**src/rtl/seq_mult_pkg.sv**
```systemverilog
// Shared types and constants for the shift-and-add multiplier controller.
// Build option: SEQ_MULT_ZERO_BYPASS_EN (zero-operand shortcut).
package seq_mult_pkg;

  typedef enum logic [1:0] {
    IDLE = 2'd0,
    RUN  = 2'd1,
    DONE = 2'd2
  } state_t;

  localparam int WIDTH_DEF = 4;
  localparam int CNT_W     = $clog2(WIDTH_DEF + 1);

endpackage

```
**src/rtl/seq_mult_ctrl_if.sv**
```systemverilog
// Operand/result valid-ready bundle between producer, multiplier and consumer.
interface seq_mult_ctrl_if #(
  parameter int WIDTH = seq_mult_pkg::WIDTH_DEF
);

  logic               in_valid;
  logic               in_ready;
  logic [WIDTH-1:0]   a;
  logic [WIDTH-1:0]   b;
  logic               out_valid;
  logic               out_ready;
  logic [2*WIDTH-1:0] product;
  logic               busy;

  modport master (
    output in_valid, a, b, out_ready,
    input  in_ready, out_valid, product, busy
  );

  modport slave (
    input  in_valid, a, b, out_ready,
    output in_ready, out_valid, product, busy
  );

endinterface

```
**src/rtl/bit4_adder.sv**
```systemverilog
// 4-bit ripple-carry adder, the shared datapath adder of the multiplier.
module bit4_adder (
  input  logic [3:0] i_a,
  input  logic [3:0] i_b,
  input  logic       i_cin,
  output logic [3:0] o_sum,
  output logic       o_carry_out
);

  logic [4:0] w_c;

  assign w_c[0] = i_cin;

  generate
    for (genvar gi = 0; gi < 4; gi++) begin : g_fa
      assign o_sum[gi]   = i_a[gi] ^ i_b[gi] ^ w_c[gi];
      assign w_c[gi + 1] = (i_a[gi] & i_b[gi]) | (w_c[gi] & (i_a[gi] ^ i_b[gi]));
    end
  endgenerate

  assign o_carry_out = w_c[4];

endmodule

```
**src/rtl/seq_mult_ctrl.sv**
```systemverilog
// Sequential unsigned shift-and-add multiplier: one shared adder, WIDTH iterations.
// Build option: SEQ_MULT_ZERO_BYPASS_EN sends zero-operand jobs straight to DONE.
module seq_mult_ctrl
  import seq_mult_pkg::*;
#(
  parameter int WIDTH = WIDTH_DEF
) (
  input  logic            clk,
  input  logic            rst,
  seq_mult_ctrl_if.slave  bus
);

  state_t             r_state;
  state_t             w_state_next;
  logic [WIDTH-1:0]   r_m;
  logic [WIDTH-1:0]   r_a;
  logic [WIDTH-1:0]   r_q;
  logic               r_c;
  logic [CNT_W-1:0]   r_cnt;

  logic [WIDTH-1:0]   w_addend;
  logic [WIDTH-1:0]   w_sum;
  logic               w_carry;
  logic               w_accept;
  logic               w_last;
  logic               w_bypass;
  logic               w_in_ready;
  logic               w_out_valid;
  logic               w_busy;

`ifdef SEQ_MULT_ZERO_BYPASS_EN
  assign w_bypass = (bus.a == '0) || (bus.b == '0);
`else
  assign w_bypass = 1'b0;
`endif

  assign w_accept = (r_state == IDLE) && bus.in_valid;
  assign w_last   = (r_cnt == CNT_W'(WIDTH - 1));
  assign w_addend = r_q[0] ? r_m : '0;

  // r_c is cleared by every shift, so it always presents a zero carry-in.
  bit4_adder u_adder (
    .i_a         (r_a),
    .i_b         (w_addend),
    .i_cin       (r_c),
    .o_sum       (w_sum),
    .o_carry_out (w_carry)
  );

  always_ff @(posedge clk or posedge rst) begin
    if (rst) begin
      r_state <= IDLE;
    end else begin
      r_state <= w_state_next;
    end
  end

  always_comb begin
    w_state_next = r_state;
    case (r_state)
      IDLE: begin
        if (bus.in_valid) begin
          w_state_next = w_bypass ? DONE : RUN;
        end
      end
      RUN: begin
        if (w_last) begin
          w_state_next = DONE;
        end
      end
      DONE: begin
        if (bus.out_ready) begin
          w_state_next = IDLE;
        end
      end
      default: w_state_next = IDLE;
    endcase
  end

  // in_ready is masked by rst so it stays low for the whole reset assertion.
  always_comb begin
    w_in_ready  = 1'b0;
    w_out_valid = 1'b0;
    w_busy      = 1'b0;
    case (r_state)
      IDLE:    w_in_ready  = ~rst;
      RUN:     w_busy      = 1'b1;
      DONE: begin
        w_out_valid = 1'b1;
        w_busy      = 1'b1;
      end
      default: w_in_ready = 1'b0;
    endcase
  end

  always_ff @(posedge clk or posedge rst) begin
    if (rst) begin
      r_m   <= '0;
      r_a   <= '0;
      r_q   <= '0;
      r_c   <= 1'b0;
      r_cnt <= '0;
    end else if (w_accept) begin
      r_m   <= bus.a;
      r_a   <= '0;
      r_q   <= w_bypass ? '0 : bus.b;
      r_c   <= 1'b0;
      r_cnt <= '0;
    end else if (r_state == RUN) begin
      // Carry-out lands in A's MSB after the right shift, so 15*15 stays exact.
      r_a   <= {w_carry, w_sum[WIDTH-1:1]};
      r_q   <= {w_sum[0], r_q[WIDTH-1:1]};
      r_c   <= 1'b0;
      r_cnt <= r_cnt + CNT_W'(1);
    end
  end

  assign bus.in_ready  = w_in_ready;
  assign bus.out_valid = w_out_valid;
  assign bus.busy      = w_busy;
  assign bus.product   = {r_a, r_q};

endmodule

```
**src/flat_wrapper.sv**
```systemverilog
// flat-port wrapper written by rule: the top's interface ports become plain ports
module seq_mult_ctrl_flat import seq_mult_pkg::*;
#(
  parameter int WIDTH = WIDTH_DEF
)
  (clk, rst, bus_in_valid, bus_a, bus_b, bus_out_ready, bus_in_ready, bus_out_valid, bus_product, bus_busy);
  seq_mult_ctrl_if #(.WIDTH(WIDTH)) bus_i ();
  input  logic clk;
  input  logic rst;
  input wire logic [$bits(bus_i.in_valid)-1:0] bus_in_valid;
  input wire logic [$bits(bus_i.a)-1:0] bus_a;
  input wire logic [$bits(bus_i.b)-1:0] bus_b;
  input wire logic [$bits(bus_i.out_ready)-1:0] bus_out_ready;
  output wire logic [$bits(bus_i.in_ready)-1:0] bus_in_ready;
  output wire logic [$bits(bus_i.out_valid)-1:0] bus_out_valid;
  output wire logic [$bits(bus_i.product)-1:0] bus_product;
  output wire logic [$bits(bus_i.busy)-1:0] bus_busy;
  assign bus_i.in_valid = bus_in_valid;
  assign bus_i.a = bus_a;
  assign bus_i.b = bus_b;
  assign bus_i.out_ready = bus_out_ready;
  assign bus_in_ready = bus_i.in_ready;
  assign bus_out_valid = bus_i.out_valid;
  assign bus_product = bus_i.product;
  assign bus_busy = bus_i.busy;
  seq_mult_ctrl #(.WIDTH(WIDTH)) u_core (.clk(clk), .rst(rst), .bus(bus_i));
endmodule
```
**config.mk**
```make
export PLATFORM = sky130hd
export DESIGN_NAME = seq_mult_ctrl_flat
export DESIGN_NICKNAME = d
export VERILOG_FILES = /design/src/rtl/seq_mult_pkg.sv /design/src/rtl/seq_mult_ctrl_if.sv /design/src/rtl/bit4_adder.sv /design/src/rtl/seq_mult_ctrl.sv /design/src/flat_wrapper.sv
export SDC_FILE = /design/constraint.sdc
export NUM_CORES = 1
export LEC_CHECK = 0
export ABC_CLOCK_PERIOD_IN_PS = 3700
export CAP_MARGIN = 20
export CORE_ASPECT_RATIO = 2
export CORE_MARGIN = 2
export CORE_UTILIZATION = 36
export DETAILED_ROUTE_END_ITERATION = 8
export GPL_TIMING_DRIVEN = 1
export MAX_ROUTING_LAYER = met4
export SETUP_SLACK_MARGIN = 0.05
export SYNTH_ARGS = -nofsm -noshare
export SYNTH_HDL_FRONTEND = slang
export SYNTH_HIERARCHICAL = 1
export SYNTH_SLANG_ARGS = --single-unit
```
**constraint.sdc**
```tcl
create_clock -name clk -period 3.7 [get_ports clk]
set_input_delay 0.37 -clock clk [delete_from_list [all_inputs] [get_ports clk]]
set_output_delay 0.37 -clock clk [all_outputs]
set_load 0.1 [all_outputs]
```
==> summary.txt <==
Run status
  • Status: finished clean

CTS
  • Setup bufs post-CTS: 0
  • Maximum clock path buffer count: 2
  • Hold-fix buffers, CTS: 0
  • Clock net sink count: 17
  • Clock transition at the registers of the reported paths: 60 ps
  • CTS resizes: 0
  • Number of H-tree levels: 1
  • TritonCTS buffer count: 3
  • Root Buffer: clkbuf_8
  • Clk_lat worst skew: 250 ps
  • TritonCTS clock tree: yes

Placed design
  • Number of port buffers: 22
  • GP Congestion: 0.639
  • Pre-CTS WS: 1240 ps
  • Hpwl dp: 1.33 mm

Critical path
  • Worst R2R End: u_core/r_a[2]
  • Endpoint type of the worst setup path: output pin
  • Reg2reg setup slack: 1260 ps
  • Worst setup SP type: flip-flop
  • Max FO, Critical Path: 4
  • Critical path class: flip-flop to output pin
  • Worst r2r path cells: 11
  • Crit path DAT: 2260 ps
  • Critical Path RT: 3330 ps
  • Worst R2R Start: u_core/r_q[0]

Worst hold path
  • Hold Crit Endpoint: u_core/r_m[3]
  • Hold path cells: 2
  • Min-delay src: u_core/r_m[3]
  • Worst Hold Class: flip-flop to flip-flop

STA
  • RSZ-0062 raised after global routing: no
  • Post-route setup slack: 1070 ps
  • Final hold vios: 0
  • Final Cycle Share: 71.0%
  • Slew margin rel.: 34.8%
  • Final setup fails: 0
  • Clk_skew: 3.67 ps
  • Slew at the pin with the worst max-slew slack: 975 ps
  • Post-route minimum period: 2630 ps
  • Fmax: 0.381 GHz
  • Slew Limit Fails: 0
  • Setup TNS: 0 ps

Die
  • Cell Rows: 26
  • Num ports: 23
  • Die X: 40.6 um
  • Die H: 77.3 um
  • Full die area: 3140 um^2
  • Core ar.: 2540 um^2
  • Starting density of the core: 38.1%

Synth
  • Cell accounting for the most synthesized area: dfrtp_1
  • Post-synthesis cell type count: 17
  • Share of the synthesized area in the top cell type: 44.0%
  • Post-synthesis register bit count: 17
  • Register area share after synthesis: 44.0%
  • Synth Area per Inst: 9.96 um^2
  • Netlist Area Pre-Place: 966 um^2
  • Ys Warns: 6
  • Synth top area cells: dfrtp_1 (44%), mux2i_1 (9.3%), ha_1 (9.1%)
  • Post-Syn Nets: 120
  • Post-Synthesis Cells: 97

Drt
  • Wirelength per Cell: 11.7 um
  • DRT iter0 DRCs: 9
  • DRC: 0
  • Drt via density: 4.71
  • Via count: 697
  • DRT Pass-1 Iters: 3
  • Post-Route WL: 1.74 mm
  • Antenna-violating nets left: 0

Final layout
  • Leading cell type in the layout, fill and taps excluded: clkdlybuf4s50_1
  • Commonest cells after routing, fill and taps aside: clkdlybuf4s50_1 (22), nand2_1 (17), inv_1 (17), dfrtp_1 (17), mux2i_1 (9)
  • Share of layout cells above drive strength 1: 3.33%
  • Syn-to-layout area delta: 29.5%
  • Nets: 144
  • Ant. Diodes: 0

GRT
  • Initial antenna violation count: 0
  • GR Overflow Total: 0
  • First-pass GRT wire length: 3.07 mm
  • GRT Total Usage: 14.5%
  • Number of global-route vias before repair: 698
  • Largest net degree at the start of global routing: 20

Flow run
  • Max-cap violations: 0
## per-stage QoR
step | cell area [um^2] | utilization [%] | std cells | hold WS, ps
after floorplan | 966 | - | 97 | 296
after global placement | 1210 | 47.5 | 144 | 450
after detailed placement | 1210 | 47.5 | 144 | 457
after CTS | 1250 | 49.3 | 148 | 473
after global routing | 1250 | 49.3 | 148 | 491
final | 1250 | 49.3 | 148 | 465
## flip-flops by register name, indices dropped and copies added, names as in the netlist
| signal | flops |
|---|---|
| u_core/r_a | 4 |
| u_core/r_m | 4 |
| u_core/r_q | 4 |
| u_core/r_cnt | 3 |
| u_core/r_state | 2 |
## worst max-delay path: stages (launching register included)
cell,delay (ps)
dfrtp_1,400
inv_1,120
ha_1,210
nor2b_1,140
clkdlybuf4s50_1,1130
## worst max-delay path by stage
| stage | start | slack [ps] | to |
|---|---|---|---|
| finish | u_core/r_state[1] | 1070 | bus_in_ready |
| global route | u_core/r_state[1] | 950 | bus_in_ready |
| CTS | u_core/r_state[1] | 1060 | bus_in_ready |
| detailed placement | u_core/r_q[0] | 1240 | u_core/r_a[2] |
| global placement | rst | 1300 | bus_in_ready |
| floorplan | u_core/r_q[0] | 880 | u_core/r_a[2] |
## synth_stat cells
cell type	count
dfrtp_1	17
inv_1	17
nand2_1	17
mux2i_1	9
ha_1	7
nor2_1	7
and2_1	5
fa_1	4
buf_2	3
mux2_1	2
o21ai_0	2
o21ai_1	2
a222oi_1	1
conb_1	1
mux2_2	1
nor2b_1	1
xnor2_1	1
## per-layer routing
metal	up-vias	GRT usage [%]	part of all wire, %
met4	0	8.00	2.0
met5	-	-	0
li1	340	-	-
met3	4	1.73	4.3
met1	336	16.2	40
met2	17	23.0	53
## logic make-up after synthesis
group,count (synthesis),synth area share [%]
buffers and inverters,20,8.16
flip-flops,17,44.0
other,1,0.388
AND/OR/NAND/NOR,30,13.2
multiplexers,12,12.8
XOR/XNOR,1,0.907
adder cells (fa/ha/maj),11,17.4
AO/OA/AOI/OAI,5,3.11
## layout make-up
class / instances / area [um^2]
clock buffer: 4 / 45.0
fill: 252 / 1290
inverter: 17 / 63.8
multi-input combinational: 60 / 462
sequential: 17 / 425
tap: 28 / 35.0
timing repair buffer: 22 / 220
Power is not shown: default switching activity piles up to over one toggle a cycle in this logic, so the estimate is an artifact.
